--- src/rtl/irrigation_scheduler.sv ---
// irrigation_scheduler
// Irrigation plant controller: tank inlet valve (Ve), sprinkler pump (Bs),
// drip valve (Vs), alarm (Al) and level-sensor error (E).
// Field sensors are synchronised and debounced. A hysteretic fill FSM and an
// irrigation scheduler FSM (min/max run time, dead time between runs) then
// drive registered actuator outputs.
//
// Optional feature: define FILL_TIMEOUT_EN to build the fill timeout counter
// and the sticky fill_fault flag. Without it fill_fault is constant 0.
//
// Fill FSM
//   state    | meaning
//   FILL_OFF | inlet valve closed
//   FILL_ON  | inlet valve open, filling until H is seen
//
// Irrigation FSM
//   state    | meaning
//   IDLE     | waiting for soil demand with no alarm
//   SPRINKLE | pump running; method locked until the run ends
//   DRIP     | drip valve open; method locked until the run ends
//   GAP      | both actuators off for GAP_TICKS ticks
module irrigation_scheduler #(
   parameter int DEB_TICKS = 3,
   parameter int MIN_ON    = 10,
   parameter int MAX_ON    = 60,
   parameter int GAP_TICKS = 5,
   parameter int FILL_MAX  = 120
) (
   input  logic       clk,
   input  logic       rst_n,
   input  logic       tick,
   input  logic       H,
   input  logic       M,
   input  logic       L,
   input  logic       Ua,
   input  logic       Us,
   input  logic       T,
   output logic       Ve,
   output logic       Bs,
   output logic       Vs,
   output logic       Al,
   output logic       E,
   output logic [1:0] irr_state
);

   localparam int DW = $clog2(DEB_TICKS + 1);
   localparam int RW = $clog2(MAX_ON + 1);
   localparam int GW = $clog2(GAP_TICKS + 1);

   // Sensor bit positions inside the conditioned vectors
   localparam int S_L  = 0;
   localparam int S_M  = 1;
   localparam int S_H  = 2;
   localparam int S_US = 3;
   localparam int S_UA = 4;
   localparam int S_T  = 5;

   localparam logic [0:0] FILL_OFF = 1'b0;
   localparam logic [0:0] FILL_ON  = 1'b1;

   localparam logic [1:0] IRR_IDLE     = 2'd0;
   localparam logic [1:0] IRR_SPRINKLE = 2'd1;
   localparam logic [1:0] IRR_DRIP     = 2'd2;
   localparam logic [1:0] IRR_GAP      = 2'd3;

   logic [5:0]    sync1_q, sync1_d;
   logic [5:0]    sync2_q, sync2_d;
   logic [5:0]    filt_q, filt_d;
   logic [DW-1:0] deb_cnt_q [6];
   logic [DW-1:0] deb_cnt_d [6];
   logic          primed_q, primed_d;

   logic [0:0]    fill_st_q, fill_st_d;
   logic [1:0]    irr_st_q, irr_st_d;
   logic [RW-1:0] run_cnt_q, run_cnt_d;
   logic [GW-1:0] gap_cnt_q, gap_cnt_d;

   logic          ve_q, ve_d;
   logic          bs_q, bs_d;
   logic          vs_q, vs_d;
   logic          al_q, al_d;
   logic          e_q, e_d;

   logic          lvl_l, lvl_m, lvl_h, soil_wet, temp_hi;
   logic          level_err, empty, demand;
   logic          fill_fault, err, alarm;
   logic          run_done;

   // Air humidity is conditioned like the other sensors but does not steer
   // any decision yet.
   logic          unused_ua;
   assign unused_ua = filt_q[S_UA];

   // Two-flop synchroniser on the raw field sensors
   always_comb begin
      sync1_d = {T, Ua, Us, H, M, L};
      sync2_d = sync1_q;
   end

   // Priming load on the first tick, then per-sensor tick-based debounce
   always_comb begin
      filt_d   = filt_q;
      primed_d = primed_q;
      for (int i = 0; i < 6; i++) begin
         deb_cnt_d[i] = deb_cnt_q[i];
      end
      if (tick) begin
         if (!primed_q) begin
            filt_d   = sync2_q;
            primed_d = 1'b1;
            for (int i = 0; i < 6; i++) begin
               deb_cnt_d[i] = '0;
            end
         end else begin
            for (int i = 0; i < 6; i++) begin
               if (sync2_q[i] != filt_q[i]) begin
                  // The tick that would bring the count to DEB_TICKS commits
                  if (deb_cnt_q[i] == DW'(DEB_TICKS - 1)) begin
                     filt_d[i]    = sync2_q[i];
                     deb_cnt_d[i] = '0;
                  end else begin
                     deb_cnt_d[i] = deb_cnt_q[i] + DW'(1);
                  end
               end else begin
                  deb_cnt_d[i] = '0;
               end
            end
         end
      end
   end

   assign lvl_l    = filt_q[S_L];
   assign lvl_m    = filt_q[S_M];
   assign lvl_h    = filt_q[S_H];
   assign soil_wet = filt_q[S_US];
   assign temp_hi  = filt_q[S_T];

   assign level_err = (lvl_m & ~lvl_l) | (lvl_h & ~lvl_m);
   assign empty     = ~lvl_l & ~level_err;
   assign demand    = ~soil_wet;
   assign err       = level_err | fill_fault;
   assign alarm     = err | empty;

`ifdef FILL_TIMEOUT_EN
   localparam int FW = $clog2(FILL_MAX + 1);

   logic [FW-1:0] fill_cnt_q, fill_cnt_d;
   logic          fill_fault_q, fill_fault_d;

   // Fault is visible in the same cycle the counter hits its limit, so the
   // valve closes together with E/Al rising.
   assign fill_fault = fill_fault_q | (fill_cnt_q == FW'(FILL_MAX));

   // Fill duration counter, alive only while the fill FSM stays ON
   always_comb begin
      fill_cnt_d   = '0;
      fill_fault_d = fill_fault;
      if (fill_st_q == FILL_ON && fill_st_d == FILL_ON) begin
         fill_cnt_d = fill_cnt_q;
         if (tick && fill_cnt_q != FW'(FILL_MAX)) begin
            fill_cnt_d = fill_cnt_q + FW'(1);
         end
      end
   end

   // Fill timeout registers; the fault is sticky until reset
   always_ff @(posedge clk) begin
      if (!rst_n) begin
         fill_cnt_q   <= '0;
         fill_fault_q <= 1'b0;
      end else begin
         fill_cnt_q   <= fill_cnt_d;
         fill_fault_q <= fill_fault_d;
      end
   end
`else
   logic unused_fill_max;
   assign unused_fill_max = (FILL_MAX != 0);
   assign fill_fault      = 1'b0;
`endif

   // Hysteretic tank fill: start below M, stop at H or on any level fault
   always_comb begin
      fill_st_d = fill_st_q;
      if (!primed_q) begin
         fill_st_d = FILL_OFF;
      end else begin
         case (fill_st_q)
            FILL_OFF: if (!lvl_m && !alarm) fill_st_d = FILL_ON;
            default:  if (lvl_h || level_err || fill_fault) fill_st_d = FILL_OFF;
         endcase
      end
   end

   assign run_done = alarm
                   | (~demand & (run_cnt_q >= RW'(MIN_ON)))
                   | (run_cnt_q == RW'(MAX_ON));

   // Irrigation scheduler: method chosen at run start and held until GAP
   always_comb begin
      irr_st_d  = irr_st_q;
      run_cnt_d = run_cnt_q;
      gap_cnt_d = gap_cnt_q;
      if (!primed_q) begin
         irr_st_d  = IRR_IDLE;
         run_cnt_d = '0;
         gap_cnt_d = '0;
      end else begin
         case (irr_st_q)
            IRR_IDLE: begin
               if (demand && !alarm) begin
                  irr_st_d  = (temp_hi || !lvl_m) ? IRR_DRIP : IRR_SPRINKLE;
                  run_cnt_d = '0;
               end
            end
            IRR_SPRINKLE, IRR_DRIP: begin
               if (run_done) begin
                  irr_st_d  = IRR_GAP;
                  gap_cnt_d = '0;
               end else if (tick && run_cnt_q != RW'(MAX_ON)) begin
                  run_cnt_d = run_cnt_q + RW'(1);
               end
            end
            default: begin
               if (gap_cnt_q == GW'(GAP_TICKS)) begin
                  irr_st_d  = IRR_IDLE;
                  gap_cnt_d = '0;
               end else if (tick) begin
                  gap_cnt_d = gap_cnt_q + GW'(1);
               end
            end
         endcase
      end
   end

   // Outputs decoded from next state so alarms and actuators move together
   always_comb begin
      ve_d = primed_q & (fill_st_d == FILL_ON);
      bs_d = primed_q & (irr_st_d == IRR_SPRINKLE);
      vs_d = primed_q & (irr_st_d == IRR_DRIP);
      al_d = primed_q & alarm;
      e_d  = primed_q & err;
   end

   // State registers with synchronous active-low reset
   always_ff @(posedge clk) begin
      if (!rst_n) begin
         sync1_q   <= '0;
         sync2_q   <= '0;
         filt_q    <= '0;
         primed_q  <= 1'b0;
         for (int i = 0; i < 6; i++) begin
            deb_cnt_q[i] <= '0;
         end
         fill_st_q <= FILL_OFF;
         irr_st_q  <= IRR_IDLE;
         run_cnt_q <= '0;
         gap_cnt_q <= '0;
         ve_q      <= 1'b0;
         bs_q      <= 1'b0;
         vs_q      <= 1'b0;
         al_q      <= 1'b0;
         e_q       <= 1'b0;
      end else begin
         sync1_q   <= sync1_d;
         sync2_q   <= sync2_d;
         filt_q    <= filt_d;
         primed_q  <= primed_d;
         for (int i = 0; i < 6; i++) begin
            deb_cnt_q[i] <= deb_cnt_d[i];
         end
         fill_st_q <= fill_st_d;
         irr_st_q  <= irr_st_d;
         run_cnt_q <= run_cnt_d;
         gap_cnt_q <= gap_cnt_d;
         ve_q      <= ve_d;
         bs_q      <= bs_d;
         vs_q      <= vs_d;
         al_q      <= al_d;
         e_q       <= e_d;
      end
   end

   assign Ve        = ve_q;
   assign Bs        = bs_q;
   assign Vs        = vs_q;
   assign Al        = al_q;
   assign E         = e_q;
   assign irr_state = irr_st_q;

endmodule

--- config.mk ---
export PLATFORM = sky130hd
export DESIGN_NAME = irrigation_scheduler
export DESIGN_NICKNAME = d
export VERILOG_FILES = /design/src/rtl/irrigation_scheduler.sv
export SDC_FILE = /design/constraint.sdc
export NUM_CORES = 1
export LEC_CHECK = 0
export CAP_MARGIN = 25
export CORE_UTILIZATION = 40
export CTS_BUF_LIST = sky130_fd_sc_hd__clkbuf_4 sky130_fd_sc_hd__clkbuf_8
export DETAILED_ROUTE_END_ITERATION = 6
export PLACE_DENSITY = 0.6
export RECOVER_POWER = 100
export REMOVE_ABC_BUFFERS = 1
export SLEW_MARGIN = 20
export SYNTH_ARGS = -nofsm -noshare
export SYNTH_HDL_FRONTEND = slang
export SYNTH_SLANG_ARGS = --single-unit
--- constraint.sdc ---
create_clock -name clk -period 2.34 [get_ports clk]
set_clock_uncertainty 0.1 [all_clocks]
set_input_delay 0.468 -clock clk [delete_from_list [all_inputs] [get_ports clk]]
set_output_delay 0.468 -clock clk [all_outputs]
set_load 0.05 [all_outputs]
### After elaboration in Yosys (flattened, before gate mapping)

Memories as Yosys holds them, arrays and structs flattened.
Index checks and enable logic that the tools add are counted.

* register bits after elaboration: 36
* bits in writable memories: 12
* output and inout port bits: 7
* logic and storage cells: 160
* memories: 1

Memories
* deb_cnt_q: words 6, width 2, rd ports 6, clocked after memory_dff 0, write ports 6, RTL line 69 `logic [DW-1:0] deb_cnt_q [6];`

* add/subtract/negate cells: 8
* $lt $le $gt $ge: 1
* equality and inequality tests: 35
* muxes and demuxes: 53
* bitwise operators: 24
* reduce and logical (&&, ||, !) cells: 20

Operator list (number)
* 2-bit 2-to-1 mux: 23
* 12-bit 2-to-1 mux: 2
* 6-bit 2-to-1 mux: 4
* 2-bit by 1-bit inequality test with 1-bit output (second input constant): 12
* 3-bit AND reduction: 7
* 1-bit 2-to-1 mux: 18
* 2-bit == test (second input constant): 8
* 2-bit by 1-bit adder with 2-bit output (second input constant): 6
* 6-bit case mux with 2 select lines: 1
* 1-bit OR: 10
* 1-bit bitwise AND: 9
* 3-bit 2-to-1 mux: 3
* 2-bit inequality test (second input constant): 4
* 6-bit by 1-bit adder with 6-bit output (second input constant): 1
* 6-bit == test (second input constant): 1
* 6-bit by 4-bit greater-or-equal comparator with 1-bit output (second input constant): 1
* 1-bit inequality test: 6
* 6-bit inequality test (second input constant): 1
* 3-bit case mux with 2 select lines: 1
* 1-bit NOT: 5
* 2-bit by 1-bit == test with 1-bit output (second input constant): 2
* 2-bit case mux with 2 select lines: 1
* 4-bit AND reduction: 1
* 3-bit by 1-bit adder with 3-bit output (second input constant): 1
* 9 further kinds: 13

### Depth between registers and ports, before layout

* depth after elaboration: 13
* gate-level depth with buffers: 8
* mapped depth without buffers: 7

### Worst setup path after synthesis

No wires, ideal clock.

* path type: reg2reg
* from: register irr_st_q[1] (netlist: irr_state[1])
* to: register run_cnt_q[2]
* data arrival time: 1927 ps
* setup slack: 198 ps
* cell stages (with the launch flop): 7
* cell sequence: dfxtp_1 inv_1 ha_1 clkbuf_8 o31ai_1 nor2_1 a31o_1

* word-level cells in the longest chain between the ends: 4
* elaborated cells between the ends (all ways): 10
* classes of those cells: eq/ne: 5; mux: 1; reduce/logical: 4

Ends and longest elaborated chain
* start, declared: RTL line 74 `logic [1:0] irr_st_q, irr_st_d;`
* start signal, assigned: RTL line 273 `irr_st_q <= irr_st_d;`
* 2-bit by 1-bit == test with 1-bit output or 2-bit == test (tied branches): RTL line 209 `case (irr_st_q)`
* 2-bit OR reduction: RTL line 209
* 2-bit inequality test (no source line) or 2-bit nonzero test (tied branches)
* 4-bit AND reduction (no source line)
* end signal, assigned: RTL line 274 `run_cnt_q <= run_cnt_d;`
* end, declared: RTL line 75 `logic [RW-1:0] run_cnt_q, run_cnt_d;`

Parallel ways exist; a longest one is shown, timed or not.
A chain may end at the register's enable or synchronous reset.

### Final worst setup path

* from: register irr_st_q[1] (netlist: irr_state[1])
* to: output irr_state[1]

RTL lines
* end, declared: RTL line 43 `output logic [1:0] irr_state`

No word-level cell between the ends.

==> run summary <==
====================================================================================
Outcome                                                                 finished clean
Worst hold-check path type                                              flip-flop to flip-flop
Total global routing overflow                                                      0
Met2 usage in global routing                                                   24.7%
Hold buffers post-CTS                                                              0
RSZ-0062 raised after global routing                                              no
Count of final max-slew check failures                                             0
Crit start category                                                        flip-flop
Starting Density                                                               41.8%
Fin Hold WS                                                                   338 ps
Mean routed wirelength per cell                                              12.5 µm
Max frequency                                                                453 MHz
Cell chosen for the clock root                                              clkbuf_8
GPL Wtd Cong                                                                   0.821
Cell class contributing the biggest share of worst-path delay           buffers and inverters
Number of maximum-capacitance violations                                           0
Portion of synthesized cell area occupied by the leading cell type             42.6%
CORE AREA                                                                0.00472 mm²
TritonCTS clock tree                                                           built
Post-synth top area cell                                                     dfxtp_1
Area growth from synthesis to layout                                           16.7%
Post-layout net count                                                            264
Die boundary width                                                           72.3 µm
Number of buffer and inverter instances along the worst setup path                 2
Yosys Warn Count                                                                   0
Post-cts repair resize count                                                       0
Largest buffer count on any clock path                                             2
Worst slew margin relative to its limit                                        34.7%
Number of rows created at floorplan                                               25
Layout cell share with drive strength beyond 1                                 7.97%
Peak per-stage delay on the critical path                                     870 ps
Chip Height                                                                  72.3 µm
Die footprint                                                            0.00522 mm²
Most common cell in the synthesized netlist                                  dfxtp_1
WP data required                                                             1770 ps
Later-pin clock latency in the skew report                                    300 ps
Final Setup Violations                                                             0
Synthesized area divided by synthesized cell count                          8.55 µm²
Final Cycle Share                                                              94.4%
Largest net degree at the start of global routing                                 29
First-pass GRT wire length                                                   6.69 mm
VDD IR-drop max                                                             0.412 mV
Worst setup path class                                                  flip-flop to output pin
Vias post-DR                                                                    1634
EDFF count, synth                                                                  0
Leading cell types by count after synthesis                             dfxtp_1, nand2_1, and2_1, o21ai_0, inv_1
Remaining number of nets flagged by the antenna check after routing                0
PD cells                                                                  617 mW/mm²
Worst Tran Pin Value                                                          979 ps
Standby leakage power                                                       0.841 nW
Count of H-tree levels built during CTS                                            2
Highest fanout seen on the critical path                                           4
Final total negative setup slack                                                0 ps
Number of setup buffers added after CTS                                            0
Global-route track usage on met1                                               22.9%
DRT iter0 DRCs                                                                   100
Number of antenna violations at the first check in global routing                  0
Number of distinct library cells after synthesis                                  46
Total of buffers placed on input and output ports                                 14
Capturing element type of the critical path                               output pin
Number of diodes                                                                   0
Cell with the biggest individual delay on the critical path             dlygate4sd3_1
Critical path data arrival time                                              1640 ps
Synth area leaders                                                      dfxtp_1, nand2_1, and2_1, o21ai_0, ha_1
Most used DFF post-synth                                                     dfxtp_1
Dpl hpwl                                                                     2.74 mm
Number of remaining DRC errors                                                     0
Peak-usage layer in the global routing report                                   met2
Share of flip-flops with an asynchronous set or reset after synthesis             0%
Met3 GRT Util                                                                  4.17%
Overall fraction of global-route tracks in use                                 16.6%
Number of buffers created by CTS                                                   5
Reg clk slew, reported paths                                                   80 ps
Via count of the first global-routing pass                                      1421
FF+latch count, synth                                                             42
Hold Fails Final Rpt                                                               0
Register area share after synthesis                                            42.6%
Shortest period the worst path allows                                        2210 ps
Cell breakdown of the critical path                                     buf_4 > dlygate4sd3_1
Number of iterations in the first detailed-routing pass                            4
Area of the mapped netlist                                               0.00197 mm²
Ratio of routed vias to standard cells                                          5.14
Gate Count Post-Synth                                                            231
Total Wirelength                                                             3.96 mm
Top-level port count                                                              16
TritonCTS sink count                                                              42
====================================================================================
per-layer routing:
metal / part of all wire [%] / vias up
met5: 0 / -
met4: 1.4 / 0
met3: 3.2 / 7
met2: 44 / 33
met1: 52 / 750
li1: - / 844
cells by family after synthesis:
logic type | count (synthesis) | synth area share [%]
XOR/XNOR | 5 | 2.22
AO/OA/AOI/OAI | 62 | 21.7
flip-flops | 42 | 42.6
AND/OR/NAND/NOR | 96 | 25.3
buffers and inverters | 21 | 4.94
adder cells (fa/ha/maj) | 5 | 3.17
through the flow:
stage                     setup slack, ps  std cells  area (µm²)  total power [mW]  util (%)
after floorplan                      86.1        222        1920             0.803         -
after global placement                132        310        2200             0.851      46.5
after detailed placement              103        310        2200             0.851      46.5
after CTS                             186        318        2310              1.44      48.9
after global routing                 16.8        318        2300              1.47      48.8
final                                 132        318        2300              1.42      48.8
layout by cell type (no fill, tap or decap), drive strengths merged, types with 2 or more instances in the layout:
cell and n:
nand3 8, a21boi 5, nor2b 7, o31a 2, xnor2 5, a21oi 9, a31oi 6, o21ai 18
inv 13, o21a 6, dfxtp 42, a31o 4, nor3 7, nand2b 2, o32ai 2, nor2 7
a211oi 2, clkbuf 7, nor4 5, nand3b 2, buf 5, clkdlybuf4s50 6, o31ai 2, nand2 32
and2 18, ha 5, dlygate4sd3 8, and3 3
power breakdown:
group / switching (mW) / leakage [nW] / internal, mW
Combinational: 0.0531 / 0.441 / 0.0389
Sequential: 0.0115 / 0.341 / 0.728
Clock: 0.269 / 0.0585 / 0.320
state kept, by name, summed over array words and instances (netlist names):
register and flops:
deb_cnt_q 10, run_cnt_q 6, filt_q 5, sync1_q 5
sync2_q 5, gap_cnt_q 3, irr_state 2, Al 1
Bs 1, E 1, Ve 1, Vs 1
primed_q 1
layout make-up:
cell class	instances	area, µm²
fillers	476	2420
multi-input cells	168	1040
flip-flops and latches	42	841
repair buffers	21	185
well taps	67	83.8
clock buffers	5	68.8
inverters	12	45.0
clock inverters	3	43.8
worst paths after layout:
check,start,to,slack [ps],cells past startpoint
hold / removal,sync1_q[3],sync2_q[3],340,1
setup / recovery,irr_state[1],irr_state[1],130,2
hold reg to reg,sync1_q[3],sync2_q[3],340,1
setup reg to reg,run_cnt_q[0],run_cnt_q[4],190,7
Note: power is estimated with default switching activity, not from simulation.
